File: src/rtl/zx8302_sertx.sv
// ZX8302 serial transmit stage: TCTRL register, one-byte holding register,
// shift register and baud timing for the SER1/SER2 transmit lines.
module zx8302_sertx #(
  parameter int CLK_HZ = 21000000
) (
  input  logic       clk,
  input  logic       reset,
  input  logic       tctrl_we,
  input  logic [7:0] tctrl_din,
  input  logic       tx_we,
  input  logic [7:0] tx_din,
  input  logic       ser1_dtr,
  input  logic       ser2_cts,
  output logic       tx_full,
  output logic       tx_active,
  output logic       txd1,
  output logic       txd2
);

  // Bit periods in clk cycles for each baud select value, fixed at elaboration.
  localparam int DIV_19200 = CLK_HZ / 19200;
  localparam int DIV_9600  = CLK_HZ / 9600;
  localparam int DIV_4800  = CLK_HZ / 4800;
  localparam int DIV_2400  = CLK_HZ / 2400;
  localparam int DIV_1200  = CLK_HZ / 1200;
  localparam int DIV_600   = CLK_HZ / 600;
  localparam int DIV_300   = CLK_HZ / 300;
  localparam int DIV_75    = CLK_HZ / 75;

  // Counter width must hold the slowest (75 baud) bit period.
  localparam int CW = (DIV_75 < 2) ? 1 : $clog2(DIV_75 + 1);

  typedef enum logic [1:0] {
    S_IDLE,
    S_START,
    S_DATA,
    S_STOP
  } state_t;

  function automatic logic [CW-1:0] div_lookup(input logic [2:0] sel);
    logic [CW-1:0] d;
    case (sel)
      3'd0:    d = CW'(DIV_19200);
      3'd1:    d = CW'(DIV_9600);
      3'd2:    d = CW'(DIV_4800);
      3'd3:    d = CW'(DIV_2400);
      3'd4:    d = CW'(DIV_1200);
      3'd5:    d = CW'(DIV_600);
      3'd6:    d = CW'(DIV_300);
      default: d = CW'(DIV_75);
    endcase
    return d;
  endfunction

  state_t        state_reg, state_next;
  logic [5:0]    tctrl_reg, tctrl_next;
  logic [7:0]    hold_reg, hold_next;
  logic          full_reg, full_next;
  logic [7:0]    shift_reg, shift_next;
  logic          port_reg, port_next;
  logic [CW-1:0] div_reg, div_next;
  logic [CW-1:0] baud_cnt_reg, baud_cnt_next;
  logic [3:0]    bit_cnt_reg, bit_cnt_next;
  logic          txd1_reg, txd1_next;
  logic          txd2_reg, txd2_next;

  logic handshake;
  logic baud_done;
  logic stop_done;
  logic frame_start;
  logic accept;
  logic line_bit_next;

  // TCTRL bits 7:6 have no function in this block.
  logic unused_tctrl;
  assign unused_tctrl = ^tctrl_din[7:6];

  // Frame start decision, holding register update and bit sequencing.
  always_comb begin
    state_next    = state_reg;
    tctrl_next    = tctrl_reg;
    hold_next     = hold_reg;
    full_next     = full_reg;
    shift_next    = shift_reg;
    port_next     = port_reg;
    div_next      = div_reg;
    baud_cnt_next = baud_cnt_reg;
    bit_cnt_next  = bit_cnt_reg;
    line_bit_next = 1'b1;
    txd1_next     = 1'b1;
    txd2_next     = 1'b1;

    handshake = tctrl_reg[3] ? ser2_cts : ser1_dtr;
    baud_done = (baud_cnt_reg == div_reg - CW'(1));
    stop_done = (state_reg == S_STOP) && baud_done && (bit_cnt_reg == 4'd1);
    // A new frame may start from idle or directly after the last stop-bit cycle.
    frame_start = full_reg && ((state_reg == S_IDLE) || stop_done) &&
                  (tctrl_reg[5:4] == 2'b00) && handshake;
    // The holding register is freed by a frame start in the same cycle.
    accept = tx_we && (!full_reg || frame_start);

    if (tctrl_we) begin
      tctrl_next = tctrl_din[5:0];
    end

    if (accept) begin
      hold_next = tx_din;
      full_next = 1'b1;
    end else if (frame_start) begin
      full_next = 1'b0;
    end

    case (state_reg)
      S_START: begin
        if (baud_done) begin
          baud_cnt_next = '0;
          bit_cnt_next  = 4'd0;
          state_next    = S_DATA;
        end else begin
          baud_cnt_next = baud_cnt_reg + CW'(1);
        end
      end
      S_DATA: begin
        if (baud_done) begin
          baud_cnt_next = '0;
          shift_next    = {1'b0, shift_reg[7:1]};
          if (bit_cnt_reg == 4'd7) begin
            bit_cnt_next = 4'd0;
            state_next   = S_STOP;
          end else begin
            bit_cnt_next = bit_cnt_reg + 4'd1;
          end
        end else begin
          baud_cnt_next = baud_cnt_reg + CW'(1);
        end
      end
      S_STOP: begin
        if (baud_done) begin
          baud_cnt_next = '0;
          if (bit_cnt_reg == 4'd1) begin
            bit_cnt_next = 4'd0;
            state_next   = S_IDLE;
          end else begin
            bit_cnt_next = bit_cnt_reg + 4'd1;
          end
        end else begin
          baud_cnt_next = baud_cnt_reg + CW'(1);
        end
      end
      default: begin
      end
    endcase

    // Port and bit period are frozen per frame so TCTRL writes only affect the next one.
    if (frame_start) begin
      state_next    = S_START;
      shift_next    = hold_reg;
      port_next     = tctrl_reg[3];
      div_next      = div_lookup(tctrl_reg[2:0]);
      baud_cnt_next = '0;
      bit_cnt_next  = 4'd0;
    end

    // Line levels are computed from the next state so the pins are registered.
    case (state_next)
      S_START: line_bit_next = 1'b0;
      S_DATA:  line_bit_next = shift_next[0];
      default: line_bit_next = 1'b1;
    endcase
    if (state_next != S_IDLE) begin
      if (port_next) begin
        txd2_next = line_bit_next;
      end else begin
        txd1_next = line_bit_next;
      end
    end
  end

  // State register; reset aborts any frame and returns both lines high.
  always_ff @(posedge clk) begin
    if (reset) begin
      state_reg    <= S_IDLE;
      tctrl_reg    <= 6'd0;
      hold_reg     <= 8'd0;
      full_reg     <= 1'b0;
      shift_reg    <= 8'd0;
      port_reg     <= 1'b0;
      div_reg      <= CW'(DIV_19200);
      baud_cnt_reg <= '0;
      bit_cnt_reg  <= 4'd0;
      txd1_reg     <= 1'b1;
      txd2_reg     <= 1'b1;
    end else begin
      state_reg    <= state_next;
      tctrl_reg    <= tctrl_next;
      hold_reg     <= hold_next;
      full_reg     <= full_next;
      shift_reg    <= shift_next;
      port_reg     <= port_next;
      div_reg      <= div_next;
      baud_cnt_reg <= baud_cnt_next;
      bit_cnt_reg  <= bit_cnt_next;
      txd1_reg     <= txd1_next;
      txd2_reg     <= txd2_next;
    end
  end

  assign tx_full   = full_reg;
  assign tx_active = (state_reg != S_IDLE);
  assign txd1      = txd1_reg;
  assign txd2      = txd2_reg;

endmodule

File: config.mk
export PLATFORM = sky130hd
export DESIGN_NAME = zx8302_sertx
export DESIGN_NICKNAME = d
export VERILOG_FILES = /design/src/rtl/zx8302_sertx.sv
export SDC_FILE = /design/constraint.sdc
export NUM_CORES = 1
export LEC_CHECK = 0
export CAP_MARGIN = 20
export CELL_PAD_IN_SITES_DETAIL_PLACEMENT = 1
export CELL_PAD_IN_SITES_GLOBAL_PLACEMENT = 2
export CORE_MARGIN = 2
export CORE_UTILIZATION = 38
export CTS_CLUSTER_DIAMETER = 40
export DETAILED_ROUTE_END_ITERATION = 10
export PLACE_DENSITY_LB_ADDON = 0.15
export SYNTH_ARGS = -nofsm -noshare
export SYNTH_HDL_FRONTEND = slang
export SYNTH_SLANG_ARGS = --single-unit
File: constraint.sdc
create_clock -name clk -period 9.3 [get_ports clk]
set_input_delay 1.86 -clock clk [delete_from_list [all_inputs] [get_ports clk]]
set_output_delay 1.86 -clock clk [all_outputs]
set_load 0.03 [all_outputs]
==> results of run 1 <==
[per-stage QoR]
stage                     instances  setup slack [ps]  hold WS [ps]
after floorplan                 456              5800           431
after detailed placement        583              4840           452
after CTS                       599              5210           463
after global routing            599              4940           494
final                           599              5230           459
after global placement          583              4860           444
[worst min-delay path, stage by stage, from the launching register on]
cell and delay [ps]:
dfxtp_1 310, nand2_1 50, mux2i_1 50
[Yosys cell counts (2+ instances only)]
cell type	instances	share of area
or3b_2	2	0.0047
nor3b_1	3	0.0061
xor2_1	23	0.054
dfxtp_1	68	0.37
xnor2_1	16	0.038
buf_4	3	0.0061
ha_1	4	0.013
or3_1	2	0.0034
o21a_1	4	0.0081
inv_1	11	0.011
o221ai_1	2	0.0047
o211ai_1	5	0.010
clkbuf_1	26	0.026
nor4_1	4	0.0067
a21oi_1	29	0.039
and2_1	2	0.0034
nand4_1	6	0.010
o32a_1	2	0.0054
a311oi_1	8	0.019
mux2i_1	17	0.046
and3_1	7	0.012
nor4b_1	7	0.016
nor3_1	15	0.020
nand3_1	29	0.039
buf_2	4	0.0054
nand4b_1	2	0.0047
a21boi_0	5	0.010
o21ai_0	16	0.022
nand2_1	49	0.049
nand3b_1	3	0.0061
a2111oi_0	2	0.0047
nor2_1	49	0.049
or4_1	4	0.0081
nor2b_1	2	0.0034
a211oi_1	4	0.0081
a31oi_1	4	0.0067
[final cells by class]
type | instances | share of cell area
Timing Repair Buffer | 27 | 0.0616
Clock buffer | 12 | 0.0344
Tap cell | 133 | 0.0394
Clock inverter | 4 | 0.0172
Sequential cell | 68 | 0.322
Multi-Input combinational cell | 343 | 0.515
Inverter | 12 | 0.0107
[layer usage]
metal | part of all wire | vias up | GRT usage
met4 | 0.014 | 0 | 0.0496
met3 | 0.033 | 8 | 0.0664
met5 | 0 | - | 0
met2 | 0.47 | 41 | 0.311
li1 | - | 1639 | -
met1 | 0.48 | 1612 | 0.256
[logic make-up (layout without fill, tap and decap cells)]
| logic type | Yosys count | in the layout | synth area share |
|---|---|---|---|
| AO/OA/AOI/OAI | 91 | 91 | 0.170 |
| XOR/XNOR | 39 | 39 | 0.0918 |
| adder cells (fa/ha/maj) | 4 | 4 | 0.0135 |
| buffers and inverters | 45 | 55 | 0.0498 |
| flip-flops | 68 | 68 | 0.366 |
| multiplexers | 17 | 17 | 0.0457 |
| AND/OR/NAND/NOR | 192 | 192 | 0.263 |
[where the power goes]
part | switching (W) | internal (W)
sequential | 0.0000114 | 0.000301
clock | 0.000121 | 0.000158
combinational | 0.0000338 | 0.0000283
total | 0.000166 | 0.000487
[final timing paths]
path	cells after the start	endpoint	slack, ps
max	8	div_reg[4]$_SDFFE_PP0P_	5230
min	2	hold_reg[5]$_SDFFE_PP0P_	460
max reg2reg	10	div_reg[4]$_SDFFE_PP0P_	5270
min reg2reg	2	hold_reg[5]$_SDFFE_PP0P_	460
==> results.sh, run 1 <==
export IMPL_placed_area_sq_mm=0.00401
export IMPL_firstDrtPassIters=4
export IMPL_start_util=0.386
export IMPL_track_usage=0.196
export IMPL_synthesis_nets=482
export IMPL_grt_max_degree=37
export IMPL_grt_pass1_vias=3121
export IMPL_crit_path_max_fanout=20
export IMPL_netlist_area_sq_mm=0.00372
export IMPL_utilization=0.438
export IMPL_finalPower_w=0.000653
export IMPL_cts_tree="done"
export IMPL_slowest_delay_ps=630
export IMPL_syn_inst=456
export IMPL_drt_wl_total_um=9510
export IMPL_drtIter0Drc=152
export IMPL_synth_cell_type_count=53
export IMPL_worstReg2RegStart="div_reg[0]$_SDFFE_PP1P_"
export IMPL_outcome="completed"
export IMPL_crit_top_cell="and3_1"
export IMPL_worst_pin_slew_ps=868
export IMPL_cts_resized=0
export IMPL_fill_cells=1201
export IMPL_synth_flop_cell="dfxtp_1"
export IMPL_num_rows=36
export IMPL_ctsHoldBuffers=0
export IMPL_p_leak_nw=1.46
export IMPL_setup_viol=0
export IMPL_synth_edf_count=0
export IMPL_crit_type="input pin to flip-flop"
export IMPL_clock_skew_ps=8.34
export IMPL_viasPerCell=5.51
export IMPL_crit_slowest_cell="and3_1"
export IMPL_htree_levels=3
export IMPL_core_area_sq_mm=0.00964
export IMPL_place_gp_congestion=0.748
export IMPL_root_buffer="clkbuf_8"
export IMPL_synth_seq_area_share=0.366
export IMPL_worstPathRequired_ps=9560
export IMPL_clock_sinks=68
export IMPL_die_w_um=103
export IMPL_antenna_found_initial=0
export IMPL_final_antenna_net_count=0
export IMPL_final_common_cell="dfxtp_1"
export IMPL_rsz0062_at_grt="false"
export IMPL_die_h_um=103
export IMPL_ys_seq_elements=68
export IMPL_clock_fmax_mhz=246
export IMPL_avgSynthCellArea_sq_um=8.16
export IMPL_dieArea_sq_mm=0.0106
export IMPL_area_growth_pct=13.6
export IMPL_hold_class="flip-flop to flip-flop"
export IMPL_worst_setup_hold_path_clk_slew_ps=80
export IMPL_crit_path_end_kind="flip-flop"
export IMPL_finalCritPeriodShare=0.438
export IMPL_fin_crit_ps=4070
export IMPL_overflow=0
export IMPL_antennaDiodeCount=0
export IMPL_async_reset_ff_frac=0
export IMPL_cts_buffers_inserted=9
export IMPL_dp_hpwl_um=6600
export IMPL_crit_path_start="ser2_cts"
export IMPL_peakVddDrop_v=0.000129
export IMPL_clockBufferDepth=2
export IMPL_cp_cell_sequence="clkdlybuf4s50_1 -> mux2i_1 -> nor4b_1 -> buf_4 -> and3_1 -> and3_1 -> nor2_2 -> o311a_1"
export IMPL_via_count=3300
export IMPL_multi_input_area_sq_mm=0.00217
export IMPL_final_cell_mix="dfxtp_1, nor2_1, nand2_1, nand3_1, a21oi_1"
export IMPL_crit_family="simple AND/OR/NAND/NOR gates"
export IMPL_p_per_area_mw_per_mm2=155
export IMPL_wl_per_cell_um=15.9
export IMPL_drv_slew=0
export IMPL_io_pins=26
export IMPL_seq_area_sq_mm=0.00136
export IMPL_layout_drive_gt1_share=0.0622
export IMPL_yosysWarnings=0
export IMPL_cp_data_arrival_time_ps=4330
export IMPL_relSlewSlack=0.420
export IMPL_drc_errors=0
export IMPL_final_area_sq_mm=0.00422
export IMPL_largest_reg_flops=19
export IMPL_fin_setup_tns_ps=0
export IMPL_cp_buffers_inverters=2
export IMPL_maxCapViolations=0
export IMPL_grt_pass1_wl_um=16000
export IMPL_hold_viol=0
export IMPL_post_cts_buffers=0
export IMPL_finalNetCount=487
export IMPL_io_buffers=23
export IMPL_startpoint_type="input pin"
export IMPL_clock_latency_ps=360
export IMPL_hp_start="hold_reg[5]$_SDFFE_PP0P_"
Power figures use the tool's default switching activity.
==> inputs of run 2 (changes only) <==
--- a/config.mk
+++ b/config.mk
@@ -9,7 +9,7 @@
 export CELL_PAD_IN_SITES_DETAIL_PLACEMENT = 1
 export CELL_PAD_IN_SITES_GLOBAL_PLACEMENT = 2
 export CORE_MARGIN = 2
-export CORE_UTILIZATION = 38
+export CORE_UTILIZATION = 32
 export CTS_CLUSTER_DIAMETER = 40
 export DETAILED_ROUTE_END_ITERATION = 10
 export PLACE_DENSITY_LB_ADDON = 0.15
==> constraint.sdc (replaced) <==
create_clock -name clk -period 3.5 [get_ports clk]
set_input_delay 0.7 -clock clk [delete_from_list [all_inputs] [get_ports clk]]
set_output_delay 0.7 -clock clk [all_outputs]
set_load 0.03 [all_outputs]
==> run 2 against run 1 <==
Effect of this change:
- cell area grew 6.0%
- final cell count grew 4.3%
- count of clock-buffer cells in the layout shrank 1
- via count shrank 0.79%
- non-clock buffer count grew 16
- combinational power grew to 2.9 times the previous value
- worst hold slack gained 2.2 ps
- sequential power grew to 2.6 times the previous value
- first-iteration DRC count shrank 4.6%
- critical endpoint is now hold_reg[5]$_SDFFE_PP0P_
==> results.sh, run 2 (synthesis gave the netlist of run 1 again) <==
export IMPL_outcome="completed"
export IMPL_clock_latency_ps=350
export IMPL_crit_slowest_cell="or3b_2"
export IMPL_hold_class="flip-flop to flip-flop"
export IMPL_finalNetCount=503
export IMPL_antenna_found_initial=0
export IMPL_peakVddDrop_v=0.000184
export IMPL_cts_tree="done"
export IMPL_crit_path_end_kind="flip-flop"
export IMPL_final_antenna_net_count=0
export IMPL_antennaDiodeCount=0
export IMPL_final_cells=625
export IMPL_grt_pass1_vias=3309
export IMPL_start_util=0.327
export IMPL_drt_wl_total_um=10000
export IMPL_p_per_area_mw_per_mm2=454
export IMPL_core_area_sq_mm=0.0114
export IMPL_p_comb_frac=0.088
export IMPL_cp_data_arrival_time_ps=3520
export IMPL_worst_pin_slew_ps=703
export IMPL_area_growth_pct=20.3
export IMPL_worstReg2RegStart="div_reg[0]$_SDFFE_PP1P_"
export IMPL_overflow=0
export IMPL_setup_viol=0
export IMPL_maxCapViolations=0
export IMPL_fin_setup_tns_ps=0
export IMPL_htree_levels=3
export IMPL_ctsHoldBuffers=0
export IMPL_io_pins=26
export IMPL_slowest_delay_ps=490
export IMPL_drc_errors=0
export IMPL_viasPerCell=5.24
export IMPL_largest_reg_flops=19
export IMPL_num_rows=39
export IMPL_switching_power_w=0.000483
export IMPL_rsz0062_at_grt="false"
export IMPL_place_gp_congestion=0.786
export IMPL_wl_per_cell_um=16.1
export IMPL_clock_sinks=68
export IMPL_crit_path_max_fanout=12
export IMPL_die_w_um=112
export IMPL_p_clk_frac=0.505
export IMPL_final_common_cell="dfxtp_1"
export IMPL_hp_start="hold_reg[0]$_SDFFE_PP0P_"
export IMPL_drtIter0Drc=145
export IMPL_crit_path_start="div_reg[0]$_SDFFE_PP1P_"
export IMPL_grt_max_degree=23
export IMPL_finalCritPeriodShare=0.927
export IMPL_p_leak_nw=1.60
export IMPL_die_h_um=112
export IMPL_track_usage=0.170
export IMPL_root_buffer="clkbuf_16"
export IMPL_cp_endpoint="hold_reg[5]$_SDFFE_PP0P_"
export IMPL_grt_pass1_wl_um=16900
export IMPL_relSlewSlack=0.531
export IMPL_worstPathRequired_ps=3780
export IMPL_worst_setup_hold_path_clk_slew_ps=60
export IMPL_clock_skew_ps=9.53
export IMPL_via_count=3274
export IMPL_cp_num_cells=11
export IMPL_final_cell_mix="dfxtp_1, nor2_1, nand2_1, nand3_1, a21oi_1"
export IMPL_rr_worst_depth=11
export IMPL_io_buffers=23
export IMPL_cp_cell_sequence="inv_1 -> ha_1 -> or3b_2 -> or4_1 -> o21ai_0 -> o2111ai_1 -> nor3_2 -> buf_4 -> nand3_4 -> a31oi_4 -> mux2i_1"
export IMPL_dp_cells=609
export IMPL_layout_drive_gt1_share=0.0975
export IMPL_cp_buffers_inverters=2
export IMPL_cts_buffers_inserted=9
export IMPL_firstDrtPassIters=4
export IMPL_hold_viol=0
export IMPL_clock_fmax_mhz=308
export IMPL_worstReg2RegEnd="hold_reg[5]$_SDFFE_PP0P_"
export IMPL_post_cts_buffers=0
export IMPL_crit_family="simple AND/OR/NAND/NOR gates"
export IMPL_dp_hpwl_um=7310
export IMPL_clockBufferDepth=2
export IMPL_p_sw_frac=0.238
export IMPL_cts_resized=0
export IMPL_drv_slew=0
export IMPL_rrSetupSlack_ps=250
export IMPL_seq_power_share=0.407
export IMPL_startpoint_type="flip-flop"
export IMPL_p_int_w=0.00155
export IMPL_crit_type="flip-flop to flip-flop"
export IMPL_dieArea_sq_mm=0.0125
export IMPL_fin_crit_ps=3250
## run 2: changes by cell type in the layout (fill, tap and decap cells not counted), sizes merged
cell,change
buf,+16
clkinvlp,+1
clkbuf,-1
## run 2: layout make-up
class                           count  area [sq um]
Clock buffer                       11           253
Clock inverter                      5          83.8
Fill cell                        1339          6890
Inverter                           12          45.0
Multi-Input combinational cell    343          2170
Sequential cell                    68          1360
Tap cell                          143           179
Timing Repair Buffer               43           380
## run 2: power groups by stage
stage | registers [W] | logic [W] | clock network (W)
floorplan | 0.000833 | 0.000120 | 0
global placement | 0.000843 | 0.000178 | 0
detailed placement | 0.000843 | 0.000181 | 0
CTS | 0.000827 | 0.000182 | 0.00105
global route | 0.000830 | 0.000199 | 0.00108
finish | 0.000826 | 0.000179 | 0.00102
## run 2: tightest hold or removal path: stages, from the launching register on
cell and delay, ps:
dfxtp_1 310, nand2_1 50, mux2i_1 50
## run 2: metrics by stage
step	utilization	setup slack (ps)	hold WS, ps	instance area (sq um)	total power, W
after floorplan	-	413	431	3720	0.000953
after global placement	0.364	302	444	4140	0.00102
after detailed placement	0.364	251	454	4140	0.00102
after CTS	0.394	213	464	4480	0.00206
after global routing	0.394	18.9	475	4480	0.00211
final	0.394	254	461	4480	0.00203
## run 2: routing by layer
layer | GRT usage | part of all wire | vias up
li1 | - | - | 1665
met1 | 0.227 | 0.51 | 1557
met2 | 0.266 | 0.44 | 39
met3 | 0.0338 | 0.029 | 13
met4 | 0.0790 | 0.022 | 0
met5 | 0 | 0 | -
## run 2: worst min path at each step
stage	to	slack (ps)	cells past startpoint
final	hold_reg[0]$_SDFFE_PP0P_	460	2
after global routing	hold_reg[0]$_SDFFE_PP0P_	470	2
after CTS	hold_reg[7]$_SDFFE_PP0P_	460	2
after detailed placement	hold_reg[7]$_SDFFE_PP0P_	450	2
after global placement	hold_reg[0]$_SDFFE_PP0P_	440	2
after floorplan	hold_reg[7]$_SDFFE_PP0P_	430	2
